<file path="config.mk">
export PLATFORM = sky130hd
export DESIGN_NAME = ctr_stream_ctrl_flat
export DESIGN_NICKNAME = d
export VERILOG_FILES = /design/src/rtl/ctr_stream_if.sv /design/src/rtl/ctr_stream_ctrl.sv /design/src/flat_wrapper.sv
export SDC_FILE = /design/constraint.sdc
export NUM_CORES = 1
export LEC_CHECK = 0
export BUFFER_PORTS_ARGS = -buffer_cell sky130_fd_sc_hd__buf_4
export CORE_AREA = 8 8 512 514
export CTS_CLUSTER_DIAMETER = 150
export DETAILED_ROUTE_END_ITERATION = 6
export DIE_AREA = 0 0 520 522
export PLACE_DENSITY = 0.3
export SKIP_CTS_REPAIR_TIMING = 1
export SLEW_MARGIN = 20
export SYNTH_ARGS = -nofsm -noshare
export SYNTH_HDL_FRONTEND = slang
export SYNTH_SLANG_ARGS = --single-unit
</file>
<file path="constraint.sdc">
create_clock -name clk -period 5.6 [get_ports clk]
set_input_delay 0.56 -clock clk [delete_from_list [all_inputs] [get_ports clk]]
set_output_delay 0.56 -clock clk [all_outputs]
set_load 0.005 [all_outputs]
</file>
<file path="src/rtl/ctr_stream_if.sv">
// ctr_stream_if: block stream between the DMA/stream fabric and ctr_stream_ctrl.
//   in_valid/in_ready/in_data       : 128-bit input blocks (fabric -> controller)
//   out_valid/out_ready/out_data    : 128-bit result blocks (controller -> fabric)
//   out_last                        : final block of the message
//   out_bytes                       : valid bytes in out_data, 1..16 (LSB aligned)
// master = fabric side, slave = controller side.
interface ctr_stream_if;
    logic         in_valid;
    logic         in_ready;
    logic [127:0] in_data;
    logic         out_valid;
    logic         out_ready;
    logic [127:0] out_data;
    logic         out_last;
    logic [4:0]   out_bytes;

    modport master (
        output in_valid, in_data, out_ready,
        input  in_ready, out_valid, out_data, out_last, out_bytes
    );

    modport slave (
        input  in_valid, in_data, out_ready,
        output in_ready, out_valid, out_data, out_last, out_bytes
    );
endinterface

</file>
<file path="src/rtl/ctr_stream_ctrl.sv">
// ctr_stream_ctrl: sequences one message through ctr_core.
// Loads key/IV with core_init, then issues core_next per full 16-byte block and
// core_finalize (with bit length) for the last block. Core inputs are held stable
// while the core works; core results are registered and masked to the valid bytes.
//
// Ports:
//   clk, reset_n                 clock, asynchronous active-low reset
//   start, msg_bytes, iv, key, keylen   message request (sampled on start in IDLE)
//   busy, done, error            status (done = 1-cycle pulse, error = sticky watchdog)
//   strm                         block stream (ctr_stream_if.slave)
//   core_init/next/finalize      1-cycle command pulses to ctr_core
//   core_init_counter, core_key, core_keylen, core_block_i, core_len_i   held core inputs
//   core_block_o, core_ready     core result and completion pulse
//
// Optional feature macro: CTR_WATCHDOG_EN
//   defined   : a counter aborts the message if core_ready does not arrive within
//               WDOG_MAX cycles of a command (error=1, done pulse, back to IDLE).
//   undefined : no counter, error stays 0, core_ready is awaited indefinitely.
module ctr_stream_ctrl #(
    parameter int unsigned LEN_W    = 16,
    parameter int unsigned WDOG_MAX = 255
) (
    input  logic               clk,
    input  logic               reset_n,
    input  logic               start,
    input  logic [LEN_W-1:0]   msg_bytes,
    input  logic [127:0]       iv,
    input  logic [255:0]       key,
    input  logic               keylen,
    output logic               busy,
    output logic               done,
    output logic               error,
    ctr_stream_if.slave        strm,
    output logic               core_init,
    output logic               core_next,
    output logic               core_finalize,
    output logic [127:0]       core_init_counter,
    output logic [255:0]       core_key,
    output logic               core_keylen,
    output logic [127:0]       core_block_i,
    output logic [7:0]         core_len_i,
    input  logic [127:0]       core_block_o,
    input  logic               core_ready
);

    localparam int unsigned BLK_BYTES = 16;

    typedef enum logic [2:0] {
        IDLE,
        INIT,
        WAIT_IN,
        RUN,
        WAIT_CORE,
        OUT,
        FIN
    } state_t;

    state_t state_q, state_d;

    logic               busy_q, busy_d;
    logic               done_q, done_d;
    logic               error_q, error_d;
    logic               in_ready_q, in_ready_d;
    logic               out_valid_q, out_valid_d;
    logic               out_last_q, out_last_d;
    logic [127:0]       out_data_q, out_data_d;
    logic [4:0]         out_bytes_q, out_bytes_d;
    logic [LEN_W-1:0]   rem_q, rem_d;
    logic               last_q, last_d;
    logic               init_q, init_d;
    logic               next_q, next_d;
    logic               fin_q, fin_d;
    logic [127:0]       iv_q, iv_d;
    logic [255:0]       key_q, key_d;
    logic               keylen_q, keylen_d;
    logic [127:0]       block_q, block_d;
    logic [7:0]         len_q, len_d;
    logic [4:0]         nbytes_c;

`ifdef CTR_WATCHDOG_EN
    localparam int unsigned WDOG_W = (WDOG_MAX < 2) ? 1 : $clog2(WDOG_MAX);
    logic [WDOG_W-1:0]  wdog_q, wdog_d;
`else
    // WDOG_MAX has no effect without the watchdog; this empty block keeps it referenced.
    if (WDOG_MAX == 0) begin : g_wdog_unused
    end
`endif

    // Byte-lane mask keeping the nbytes least-significant bytes.
    function automatic logic [127:0] byte_mask(input logic [4:0] nbytes);
        logic [127:0] m;
        m = '0;
        for (int i = 0; i < BLK_BYTES; i++) begin
            if (5'(i) < nbytes) begin
                m[i*8 +: 8] = 8'hff;
            end
        end
        return m;
    endfunction

    // Bytes carried by the block currently in the core.
    assign nbytes_c = last_q ? rem_q[4:0] : 5'(BLK_BYTES);

    // State register.
    always_ff @(posedge clk or negedge reset_n) begin
        if (!reset_n) begin
            state_q <= IDLE;
        end else begin
            state_q <= state_d;
        end
    end

    // Datapath and output registers.
    always_ff @(posedge clk or negedge reset_n) begin
        if (!reset_n) begin
            busy_q      <= 1'b0;
            done_q      <= 1'b0;
            error_q     <= 1'b0;
            in_ready_q  <= 1'b0;
            out_valid_q <= 1'b0;
            out_last_q  <= 1'b0;
            out_data_q  <= '0;
            out_bytes_q <= '0;
            rem_q       <= '0;
            last_q      <= 1'b0;
            init_q      <= 1'b0;
            next_q      <= 1'b0;
            fin_q       <= 1'b0;
            iv_q        <= '0;
            key_q       <= '0;
            keylen_q    <= 1'b0;
            block_q     <= '0;
            len_q       <= '0;
`ifdef CTR_WATCHDOG_EN
            wdog_q      <= '0;
`endif
        end else begin
            busy_q      <= busy_d;
            done_q      <= done_d;
            error_q     <= error_d;
            in_ready_q  <= in_ready_d;
            out_valid_q <= out_valid_d;
            out_last_q  <= out_last_d;
            out_data_q  <= out_data_d;
            out_bytes_q <= out_bytes_d;
            rem_q       <= rem_d;
            last_q      <= last_d;
            init_q      <= init_d;
            next_q      <= next_d;
            fin_q       <= fin_d;
            iv_q        <= iv_d;
            key_q       <= key_d;
            keylen_q    <= keylen_d;
            block_q     <= block_d;
            len_q       <= len_d;
`ifdef CTR_WATCHDOG_EN
            wdog_q      <= wdog_d;
`endif
        end
    end

    // Next-state and next-register logic. Core commands are registered at the
    // WAIT_IN handshake so the pulse is on the core port during the RUN cycle.
    always_comb begin
        state_d     = state_q;
        busy_d      = busy_q;
        done_d      = 1'b0;
        error_d     = error_q;
        in_ready_d  = in_ready_q;
        out_valid_d = out_valid_q;
        out_last_d  = out_last_q;
        out_data_d  = out_data_q;
        out_bytes_d = out_bytes_q;
        rem_d       = rem_q;
        last_d      = last_q;
        init_d      = 1'b0;
        next_d      = 1'b0;
        fin_d       = 1'b0;
        iv_d        = iv_q;
        key_d       = key_q;
        keylen_d    = keylen_q;
        block_d     = block_q;
        len_d       = len_q;
`ifdef CTR_WATCHDOG_EN
        wdog_d      = '0;
`endif

        case (state_q)
            IDLE: begin
                if (start) begin
                    iv_d     = iv;
                    key_d    = key;
                    keylen_d = keylen;
                    rem_d    = msg_bytes;
                    last_d   = 1'b0;
                    error_d  = 1'b0;
                    busy_d   = 1'b1;
                    if (msg_bytes == '0) begin
                        state_d = FIN;
                    end else begin
                        init_d  = 1'b1;
                        state_d = INIT;
                    end
                end
            end

            INIT: begin
                if (core_ready) begin
                    in_ready_d = 1'b1;
                    state_d    = WAIT_IN;
                end
            end

            WAIT_IN: begin
                if (strm.in_valid && in_ready_q) begin
                    block_d    = strm.in_data;
                    in_ready_d = 1'b0;
                    // rem is compared before any subtraction so it never wraps.
                    if (rem_q > LEN_W'(BLK_BYTES)) begin
                        next_d = 1'b1;
                    end else begin
                        fin_d  = 1'b1;
                        len_d  = {rem_q[4:0], 3'b000};
                        last_d = 1'b1;
                    end
                    state_d = RUN;
                end
            end

            RUN: begin
                if (!last_q) begin
                    rem_d = rem_q - LEN_W'(BLK_BYTES);
                end
                state_d = WAIT_CORE;
            end

            WAIT_CORE: begin
                if (core_ready) begin
                    out_data_d  = core_block_o & byte_mask(nbytes_c);
                    out_bytes_d = nbytes_c;
                    out_last_d  = last_q;
                    out_valid_d = 1'b1;
                    state_d     = OUT;
                end
            end

            OUT: begin
                if (strm.out_ready) begin
                    out_valid_d = 1'b0;
                    if (out_last_q) begin
                        state_d = FIN;
                    end else begin
                        in_ready_d = 1'b1;
                        state_d    = WAIT_IN;
                    end
                end
            end

            FIN: begin
                done_d  = 1'b1;
                busy_d  = 1'b0;
                state_d = IDLE;
            end

            default: begin
                state_d = IDLE;
            end
        endcase

`ifdef CTR_WATCHDOG_EN
        // Counts wait cycles after each command; cleared in every other state.
        if (((state_q == INIT) || (state_q == WAIT_CORE)) && !core_ready) begin
            if (wdog_q == WDOG_W'(WDOG_MAX - 1)) begin
                error_d     = 1'b1;
                done_d      = 1'b1;
                busy_d      = 1'b0;
                in_ready_d  = 1'b0;
                out_valid_d = 1'b0;
                state_d     = IDLE;
            end else begin
                wdog_d = wdog_q + WDOG_W'(1);
            end
        end
`endif
    end

    assign busy              = busy_q;
    assign done              = done_q;
    assign error             = error_q;
    assign strm.in_ready     = in_ready_q;
    assign strm.out_valid    = out_valid_q;
    assign strm.out_data     = out_data_q;
    assign strm.out_last     = out_last_q;
    assign strm.out_bytes    = out_bytes_q;
    assign core_init         = init_q;
    assign core_next         = next_q;
    assign core_finalize     = fin_q;
    assign core_init_counter = iv_q;
    assign core_key          = key_q;
    assign core_keylen       = keylen_q;
    assign core_block_i      = block_q;
    assign core_len_i        = len_q;

endmodule

</file>
<file path="src/flat_wrapper.sv">
// flat-port wrapper written by rule: the top's interface ports become plain ports
module ctr_stream_ctrl_flat 
#(
    parameter int unsigned LEN_W    = 16,
    parameter int unsigned WDOG_MAX = 255
)
  (clk, reset_n, start, msg_bytes, iv, key, keylen, busy, done, error, core_init, core_next, core_finalize, core_init_counter, core_key, core_keylen, core_block_i, core_len_i, core_block_o, core_ready, strm_in_valid, strm_in_data, strm_out_ready, strm_in_ready, strm_out_valid, strm_out_data, strm_out_last, strm_out_bytes);
  ctr_stream_if strm_i ();
  input  logic clk;
  input  logic reset_n;
  input  logic start;
  input  logic [LEN_W-1:0] msg_bytes;
  input  logic [127:0] iv;
  input  logic [255:0] key;
  input  logic keylen;
  output logic busy;
  output logic done;
  output logic error;
  output logic core_init;
  output logic core_next;
  output logic core_finalize;
  output logic [127:0] core_init_counter;
  output logic [255:0] core_key;
  output logic core_keylen;
  output logic [127:0] core_block_i;
  output logic [7:0] core_len_i;
  input  logic [127:0] core_block_o;
  input  logic core_ready;
  input wire logic [$bits(strm_i.in_valid)-1:0] strm_in_valid;
  input wire logic [$bits(strm_i.in_data)-1:0] strm_in_data;
  input wire logic [$bits(strm_i.out_ready)-1:0] strm_out_ready;
  output wire logic [$bits(strm_i.in_ready)-1:0] strm_in_ready;
  output wire logic [$bits(strm_i.out_valid)-1:0] strm_out_valid;
  output wire logic [$bits(strm_i.out_data)-1:0] strm_out_data;
  output wire logic [$bits(strm_i.out_last)-1:0] strm_out_last;
  output wire logic [$bits(strm_i.out_bytes)-1:0] strm_out_bytes;
  assign strm_i.in_valid = strm_in_valid;
  assign strm_i.in_data = strm_in_data;
  assign strm_i.out_ready = strm_out_ready;
  assign strm_in_ready = strm_i.in_ready;
  assign strm_out_valid = strm_i.out_valid;
  assign strm_out_data = strm_i.out_data;
  assign strm_out_last = strm_i.out_last;
  assign strm_out_bytes = strm_i.out_bytes;
  ctr_stream_ctrl #(.LEN_W(LEN_W), .WDOG_MAX(WDOG_MAX)) u_core (.clk(clk), .reset_n(reset_n), .start(start), .msg_bytes(msg_bytes), .iv(iv), .key(key), .keylen(keylen), .busy(busy), .done(done), .error(error), .strm(strm_i), .core_init(core_init), .core_next(core_next), .core_finalize(core_finalize), .core_init_counter(core_init_counter), .core_key(core_key), .core_keylen(core_keylen), .core_block_i(core_block_i), .core_len_i(core_len_i), .core_block_o(core_block_o), .core_ready(core_ready));
endmodule
</file>
==> qor.txt, run 1 <==
final net count - 4894
Die ar. - 0.271 mm^2
Final ANT Viol Nets - 0
Setup CP Type - reg -> reg
Psw - 9.61 mW
Hold Fails Final Rpt - 0
Syn Inst Count - 2481
Net Sw Frac - 37.8%
asr flop ratio synth - 100%
Max Slew Vio Count - 0
Die X-Extent - 520 um
reg2reg end - u_core.strm.out_data[90]
Pre-antenna DRT Iters - 5
Detailed Route WL - 187000 um
Sum Neg Setup Slack - 0 ns
clk buf depth - 3
pin count of the biggest net entering global routing - 136
RSZ-0062 raised after global routing - no
CP Launch Point - u_core.state_q[2]
internal power - 15.8 mW
number of global-route vias before repair - 24900
FF+latch count, synth - 679
core box area - 0.253 mm^2
main area contributors after synthesis - dfrtp_1, nand2_1, mux2_2, a22o_1, buf_2
Max-cap violations - 0
worst setup path endpoint - u_core.strm.out_data[90]
Worst-Skew Late Latency - 0.72 ns
H-tree levels - 3
critical path required time - 6.26 ns
worst-margin pin slew - 1.05 ns
Synth top area share - 65.6%
CP Launch Type - flop
Post-route DRC - 0
sequential share of power - 35.3%
hold crit path type - in -> reg
achievable frequency - 332 MHz
CTS Sinks - 679
Worst slew margin - 30.1%
Max Clock Skew - 0.0597 ns
Worst setup EP type - flop
total track usage - 13.1%
Yosys top cell by area - dfrtp_1
CP arrival - 3.68 ns
Final Setup Violations - 0
Die Ht - 522 um
number of synthesized flops with an enable pin - 0
Lkg Pwr - 23.3 nW
Comb power frac - 39.2%
Reg2Reg Depth - 5
Mapped Avg Cell Area - 10.4 um^2
FF-to-FF setup slack - 2.59 ns
layout cell share with drive strength beyond 1 - 38.4%
Clock Pin Slew Worst Setup and Hold Paths - 0.06 ns
Routability Congestion - 0.796
Final period util - 53.8%
Via Count - 25200
hpwl dp - 151000 um
Critical Path Fanout Max - 66
final core occ - 18.7%
share of total power in the clock network - 25.6%
first-pass GRT wire length - 245000 um
CTS Buf Count - 97
Routed WL per cell - 24.3 um
final instance area - 0.0475 mm^2
area grow syn2layout - 83.3%
mapped cell area - 0.0259 mm^2
register area share after synthesis - 65.6%
fillers - 28300
CTS root buffer - clkbuf_16
grt ovf - 0
Site Rows - 185
drt initial violations - 1297
IO Port Bufs - 1321
routed vias/inst - 3.28
post-layout min period - 3.01 ns
worst r2r src - u_core.state_q[2]
post-synth cell types - 52
Cell Area, Placed - 0.0398 mm^2
TritonCTS clock tree - done
starting density of the core - 10.2%
dominant synthesized flop cell - dfrtp_1
Boundary Pins - 1326
status - complete, no violations
VDD IR max - 0.000246 V
power per cell area - 535 mW/mm^2
initial antenna violation count - 108
warnings from Yosys - 0
-- stage by stage --
stage / instances / total power, mW / setup WS (ns) / hold WS [ns]
6_report: 7691 / 25.4 / 2.59 / 0.0408
5_1_grt: 7687 / 27.3 / 2.33 / -0.000413
4_1_cts: 7236 / 26.0 / 2.56 / -0.330
3_5_place_dp: 7063 / 19.1 / 2.56 / 0.463
3_3_place_gp: 7063 / 19.2 / 2.63 / 0.461
2_1_floorplan: 2484 / 11.8 / 3.64 / 0.264
-- layer usage --
layer	track usage, %	part of all wire [%]	vias to the layer above
met5	0	0.21	-
met4	2.44	2.2	62
met3	7.35	11	311
met2	23.0	49	1171
met1	13.9	38	12100
li1	-	-	11500
-- critical path, stage by stage, from the launching register on --
cell and delay (ns):
dfrtp_1 0.64, nor2b_1 0.41, nand3_4 0.61, buf_4 0.54, nor2_1 0.48, a22o_1 0.21
-- layout make-up --
cell class                 count  area [um^2]  area share, %
tap                         3366         4210           8.88
antenna                       22         55.1          0.116
clock buffer                 140         2810           5.92
clock inverter                33          490           1.03
multi-input combinational   1655         8180           17.2
inverter                       7         26.3         0.0554
sequential                   679        17000           35.8
timing repair buffer        1789        14700           30.9
-- cells by family after synthesis --
kind of cell	synth area share, %
muxes	5.98
and+or+nand+nor	19.6
adders and majority gates	0.0966
AOI/OAI and AO/OA	5.75
buffers and inverters	2.92
DFF	65.6
other	0.0145
-- layout by cell type, fill, tap and decap left out, drive strengths merged, types with 4 or more instances in the layout --
| cell type | count |
|---|---|
| nor3 | 5 |
| a22o | 104 |
| dlygate4sd3 | 433 |
| clkbuf | 140 |
| a21o | 5 |
| a31oi | 5 |
| dfrtp | 679 |
| nand3 | 9 |
| o21ai | 42 |
| inv | 10 |
| nand2 | 1248 |
| mux2i | 5 |
| bufinv | 7 |
| mux2 | 133 |
| nor2 | 18 |
| a21oi | 24 |
| a32oi | 4 |
| diode | 22 |
| clkinvlp | 5 |
| conb | 4 |
| nor4 | 7 |
| clkinv | 18 |
| o211ai | 6 |
| buf | 1356 |
-- cells in the mapped netlist, types with 5 or more instances --
| cell type | instances |
|---|---|
| nand3_1 | 9 |
| a21oi_1 | 24 |
| a22o_1 | 104 |
| nor4_1 | 7 |
| buf_4 | 5 |
| mux2i_1 | 5 |
| a31oi_1 | 5 |
| o21ai_0 | 42 |
| mux2_2 | 133 |
| dfrtp_1 | 679 |
| buf_2 | 92 |
| inv_1 | 6 |
| clkbuf_1 | 36 |
| nor2_1 | 18 |
| o211ai_1 | 6 |
| nand2_1 | 1248 |
| clkbuf_8 | 5 |
-- sequential cells by signal (all words and copies together), names as in the netlist, 3 cells and up --
| register | count |
|---|---|
| u_core.core_block_i | 128 |
| u_core.core_len_i | 5 |
| u_core.state_q | 3 |
| u_core.strm.out_data | 128 |
| u_core.core_init_counter | 128 |
| u_core.strm.out_bytes | 5 |
| u_core.rem_q | 16 |
| u_core.core_key | 256 |
-- power groups by stage --
| stage | logic, mW | clock network, mW | registers [mW] |
|---|---|---|---|
| after floorplan | 3.19 | 0 | 8.63 |
| after global placement | 10.1 | 0 | 9.02 |
| after detailed placement | 10.1 | 0 | 9.03 |
| after CTS | 10.1 | 6.83 | 9.02 |
| after global routing | 11.0 | 6.96 | 9.28 |
| final | 9.95 | 6.49 | 8.95 |
-- how the worst min path moves through the flow --
stage	endpoint	slack (ns)	from	cells past startpoint
2_1_floorplan	u_core.busy	0.26	reset_n	0
3_3_place_gp	u_core.core_key[164]	0.46	u_core.core_key[164]	2
3_5_place_dp	u_core.core_init_counter[27]	0.46	u_core.core_init_counter[27]	2
4_1_cts	u_core.strm.out_data[35]	-0.33	reset_n	1
5_1_grt	u_core.strm.out_data[96]	-0.0004	core_block_o[96]	2
6_report	u_core.core_key[38]	0.04	key[38]	3
Power figures use the tool's default switching activity.
==> run 2, diff against run 1 <==
==> constraint.sdc (replaced) <==
create_clock -name clk -period 2.6 [get_ports clk]
set_input_delay 0.26 -clock clk [delete_from_list [all_inputs] [get_ports clk]]
set_output_delay 0.26 -clock clk [all_outputs]
set_load 0.005 [all_outputs]
==> run 2 against run 1 <==
Compared with the run above:
- power increased by 120%
- sequential share of layout area decreased by 2.1 points
- register-to-register slack lost 2.4 ns
- fmax increased by 27%
- worst hold slack gained 0.054 ns
- design area increased by 6.1%
- first-iteration DRC count fell by 2.9%
- sequential cell count is the same
- worst setup slack lost 2.4 ns
- routed wire length grew 0.80%
- critical endpoint is now u_core.core_key[77]
==> qor.txt, run 2 (synthesis results as in run 1) <==
Slowest cell on crit path - or4b_4
drt initial violations - 1260
most numerous cell on the critical path - nand2_1
initial antenna violation count - 75
Detailed Route WL - 189000 um
final setup margin - 0.228 ns
max FFs per register - 256
clk buf depth - 3
Worst slew margin - 51.1%
Worst-Skew Late Latency - 0.72 ns
Power Total - 55.6 mW
Via Count - 26300
hold crit path type - in -> reg
VDD IR max - 0.000616 V
CTS Sinks - 679
Critical Path, Cell by Cell - or4b_4 -> buf_12 -> nand2_1 -> nand2_1
Routability Congestion - 0.797
worst-margin pin slew - 0.734 ns
CTS Buf Count - 96
Post-route DRC - 0
fillers - 28200
Hold Fails Final Rpt - 0
core box area - 0.253 mm^2
Sum Neg Setup Slack - 0 ns
critical path required time - 3.20 ns
Die X-Extent - 520 um
Final Setup Violations - 0
H-tree levels - 3
Setup WS pre-CTS - 0.271 ns
min-delay src - strm_in_valid
starting density of the core - 10.2%
Pre-antenna DRT Iters - 7
final net count - 5191
Critical Path Fanout Max - 104
Boundary Pins - 1326
Clock Pin Slew Worst Setup and Hold Paths - 0.06 ns
post-layout min period - 2.37 ns
CTS root buffer - clkbuf_16
first-pass GRT wire length - 244000 um
achievable frequency - 422 MHz
Die ar. - 0.271 mm^2
area grow syn2layout - 94.5%
Max Slew Vio Count - 0
final instance area - 0.0504 mm^2
Max Clock Skew - 0.0424 ns
total track usage - 13.1%
Setup CP Type - reg -> reg
TritonCTS clock tree - done
status - complete, no violations
most frequent cells in the layout - buf_4, nand2_1, dfrtp_1
Die Ht - 522 um
power per cell area - 1100 mW/mm^2
Cell Area, Placed - 0.0404 mm^2
slowest stage delay, CP - 0.88 ns
hpwl dp - 155000 um
Reg2Reg Depth - 4
grt ovf - 0
Final period util - 91.2%
IO Port Bufs - 1321
FF-to-FF setup slack - 0.23 ns
number of global-route vias before repair - 25300
Worst setup EP type - flop
CP Launch Point - u_core.state_q[2]
RSZ-0062 raised after global routing - no
Hold Path Depth - 4
CP arrival - 2.97 ns
layout cell share with drive strength beyond 1 - 37.4%
CP Launch Type - flop
routed vias/inst - 3.29
pin count of the biggest net entering global routing - 105
Max-cap violations - 0
final core occ - 19.9%
Lkg Pwr - 24.7 nW
Routed WL per cell - 23.6 um
Final ANT Viol Nets - 0
Site Rows - 185
most common cell after layout, fill and taps aside - buf_4
worst r2r src - u_core.state_q[2]
## run 2: changes by cell type in the layout (fill, tap and decap cells not counted), moves of 2 or more
cell,delta
clkbuf_1,-2
buf_4,+60
buf_12,+8
clkinv_2,+6
dlygate4sd3_1,+230
diode_2,+8
inv_6,-2
clkinv_4,+2
## run 2: worst paths after layout
kind	to
max	u_core.core_key[77]
min	u_core.core_finalize
max reg2reg	u_core.core_key[77]
min reg2reg	u_core.core_key[24]
max in group asynchronous	u_core.core_block_i[73]
min in group asynchronous	u_core.strm.out_data[110]
## run 2: cell type report
class,count,area (um^2),share of cell area (%)
well taps,3366,4210,8.36
flip-flops and latches,679,17000,33.7
repair buffers,2087,17600,34.9
multi-input cells,1655,8180,16.2
diodes,30,75.1,0.149
inverters,7,26.3,0.0522
clock inverters,37,487,0.967
clock buffers,137,2790,5.54
## run 2: per-layer routing
metal | vias up | GRT usage, % | share of wire (%)
met5 | - | 0 | 0.085
met4 | 26 | 2.42 | 1.8
met3 | 240 | 7.09 | 9.5
met2 | 1100 | 23.0 | 49
met1 | 12800 | 14.1 | 39
li1 | 12100 | - | -
## run 2: critical path: cells and delay by family (launching register included)
family,cells,cell delay [ns]
buffers and inverters,1,0.28
DFF,1,0.54
and+or+nand+nor,3,1.17
## run 2: where the power goes
group / total [mW] / internal [mW] / switching [mW]
Combinational: 22.9 / 10.8 / 12.1
Sequential: 18.9 / 15.6 / 3.37
Clock: 13.8 / 8.10 / 5.68
## run 2: metrics by stage
stage / std cells / hold WS, ns
final: 7998 / 0.0953
after global routing: 7989 / 0.00165
after CTS: 7305 / -0.677
after detailed placement: 7131 / 0.208
after global placement: 7131 / 0.204
after floorplan: 2484 / -0.0356
==> run 3, diff against run 2 <==
--- a/config.mk
+++ b/config.mk
@@ -5,11 +5,12 @@
 export SDC_FILE = /design/constraint.sdc
 export NUM_CORES = 1
 export LEC_CHECK = 0
+export ABC_AREA = 1
 export BUFFER_PORTS_ARGS = -buffer_cell sky130_fd_sc_hd__buf_4
-export CORE_AREA = 8 8 512 514
+export CORE_AREA = 8 8 517 519
 export CTS_CLUSTER_DIAMETER = 150
 export DETAILED_ROUTE_END_ITERATION = 6
-export DIE_AREA = 0 0 520 522
+export DIE_AREA = 0 0 525 527
 export PLACE_DENSITY = 0.3
 export SKIP_CTS_REPAIR_TIMING = 1
 export SLEW_MARGIN = 20
==> run 3 against run 2 <==
Compared with the run above:
- critical endpoint is now u_core.core_key[56]
- largest cell class unchanged
- worst hold slack worse by 0.089 ns
- fmax increased by 7.9%
- largest power group unchanged
- sequential cell count did not move
- sequential power hardly changed
- first-iteration DRC count increased by 10%
- area after synthesis is 2.0% higher
- combinational power is 4% lower
- clock skew decreased by 0.0052 ns
==> qor.txt, run 3 <==
drt initial violations - 1386
CP arrival - 2.82 ns
Worst setup EP type - flop
Routability Congestion - 0.824
most frequent cells in the layout - nand2_1, buf_4, dfrtp_1
power per cell area - 1060 mW/mm^2
Final Setup Violations - 0
CTS root buffer - clkbuf_16
Clock Pin Slew Worst Setup and Hold Paths - 0.06 ns
routed vias/inst - 3.30
CTS Sinks - 679
most common cell after layout, fill and taps aside - nand2_1
mapped cell area - 0.0264 mm^2
clk buf depth - 3
Hold Fails Final Rpt - 0
worst-margin pin slew - 0.910 ns
Via Count - 28300
Yosys top cell by area - dfrtp_1
Worst-Skew Late Latency - 0.71 ns
Die ar. - 0.277 mm^2
Max-cap violations - 0
H-tree levels - 3
reg2reg end - u_core.core_key[56]
Routed WL per cell - 21.8 um
Setup WS pre-CTS - 0.396 ns
slowest stage delay, CP - 0.46 ns
worst setup path endpoint - u_core.core_key[56]
IO Port Bufs - 1321
post-synth cell types - 28
max FFs per register - 256
Max Slew Vio Count - 0
layout cell share with drive strength beyond 1 - 31.2%
core box area - 0.259 mm^2
pin count of the biggest net entering global routing - 94
Mapped Avg Cell Area - 8.73 um^2
total track usage - 12.8%
Max Clock Skew - 0.0372 ns
Die X-Extent - 525 um
number of synthesized flops with an enable pin - 0
main area contributors after synthesis - dfrtp_1, nand2_1, buf_2, nand3_1, o21ai_0
Boundary Pins - 1326
Site Rows - 187
most numerous cell on the critical path - nand2_1
most frequent cell after synthesis - nand2_1
final net count - 5718
Die Ht - 527 um
asr flop ratio synth - 100%
Post-route DRC - 0
post-layout min period - 2.20 ns
worst r2r src - u_core.state_q[2]
first-pass GRT wire length - 249000 um
hold crit path type - in -> reg
Synth top area share - 64.3%
critical path required time - 3.23 ns
RSZ-0062 raised after global routing - no
Detailed Route WL - 187000 um
final setup margin - 0.402 ns
Post-synth top cells - nand2_1, dfrtp_1, buf_2
Reg2Reg Depth - 9
Worst slew margin - 38.9%
Slowest cell on crit path - dfrtp_1
achievable frequency - 455 MHz
number of global-route vias before repair - 27400
warnings from Yosys - 0
initial antenna violation count - 84
VDD IR max - 0.000488 V
FF+latch count, synth - 679
Critical Path Fanout Max - 38
register area share after synthesis - 64.3%
hpwl dp - 152000 um
dominant synthesized flop cell - dfrtp_1
grt ovf - 0
Power Total - 53.8 mW
fillers - 29000
Lkg Pwr - 25.9 nW
Final period util - 84.5%
CTS Buf Count - 95
status - complete, no violations
starting density of the core - 10.2%
Critical Path, Cell by Cell - nor2_2 -> nand2_1 -> inv_2 -> nand2_8 -> inv_8 -> buf_12 -> buf_4 -> nand2_1 -> nand2_1
area grow syn2layout - 92.3%
FF-to-FF setup slack - 0.40 ns
CP Launch Point - u_core.state_q[2]
CP Launch Type - flop
Pre-antenna DRT Iters - 5
Sum Neg Setup Slack - 0 ns
Setup CP Type - reg -> reg
Final ANT Viol Nets - 0
TritonCTS clock tree - done
Syn Inst Count - 3025
==> run 3: changes by cell type in the layout (fill, tap and decap cells not counted), sizes merged, moves of 24 or more <==
cell / previous run / this run
nand2: 1248 / 1882
mux2: 133 / 0
a22o: 104 / 0
nand3: 9 / 112
inv: 9 / 62
o21ai: 42 / 74
nor2: 18 / 42
==> run 3: area by class of cell <==
type / instances / area [um^2] / area share, %
Clock inverter: 24 / 267 / 0.525
Tap cell: 3402 / 4260 / 8.38
Clock buffer: 145 / 2850 / 5.60
Timing Repair Buffer: 2079 / 17700 / 34.8
Sequential cell: 679 / 17000 / 33.5
Multi-Input combinational cell: 2141 / 8450 / 16.6
Inverter: 57 / 226 / 0.446
Antenna cell: 31 / 77.6 / 0.153
==> run 3: power by group <==
part           switching (mW)  internal (mW)
registers                3.28           15.5
clock network            5.52           7.65
logic                    11.9           10.0
==> run 3: cells by family (layout without fill, tap and decap cells) <==
group | Yosys count | in the layout | share of synthesized area [%]
other | 1 | 35 | 0.0142
adder cells (fa/ha/maj) | 2 | 2 | 0.0947
flip-flops | 679 | 679 | 64.3
AND/OR/NAND/NOR | 2042 | 2042 | 29.8
buffers and inverters | 208 | 2305 | 3.78
AO/OA/AOI/OAI | 93 | 93 | 1.96
==> run 3: critical path, delay by kind of cell (launching register included) <==
family                 cells  cell delay, ns
buffers and inverters      4            0.89
AND/OR/NAND/NOR            5            0.66
flip-flops                 1            0.46
==> run 3: worst min path at each step <==
| stage | end | slack, ns | start | cells past startpoint |
|---|---|---|---|---|
| 5_1_grt | u_core.rem_q[14] | 0.01 | msg_bytes[14] | 5 |
| 3_5_place_dp | u_core.core_key[232] | 0.26 | reset_n | 1 |
| 3_3_place_gp | u_core.core_key[232] | 0.26 | reset_n | 1 |
| 2_1_floorplan | u_core.busy | -0.04 | reset_n | 0 |
| 6_report | u_core.rem_q[14] | 0.006 | msg_bytes[14] | 5 |
| 4_1_cts | u_core.core_key[229] | -0.59 | reset_n | 1 |
==> run 3: through the flow <==
stage | utilization [%] | hold slack, ns | area [um^2] | std cells
after detailed placement | 15.9 | 0.263 | 41000 | 7698
after global routing | 19.6 | 0.0148 | 50800 | 8552
final | 19.6 | 0.00630 | 50800 | 8558
after CTS | 17.1 | -0.588 | 44100 | 7867
after floorplan | - | -0.0356 | 26400 | 3028
after global placement | 15.9 | 0.259 | 41000 | 7698
==> run 3: layer usage <==
layer	up-vias	part of all wire (%)	GRT usage [%]
met5	-	0.17	0
met4	52	1.9	2.56
met3	232	9.4	6.69
met2	1111	48	21.9
met1	13500	40	14.2
li1	13400	-	-
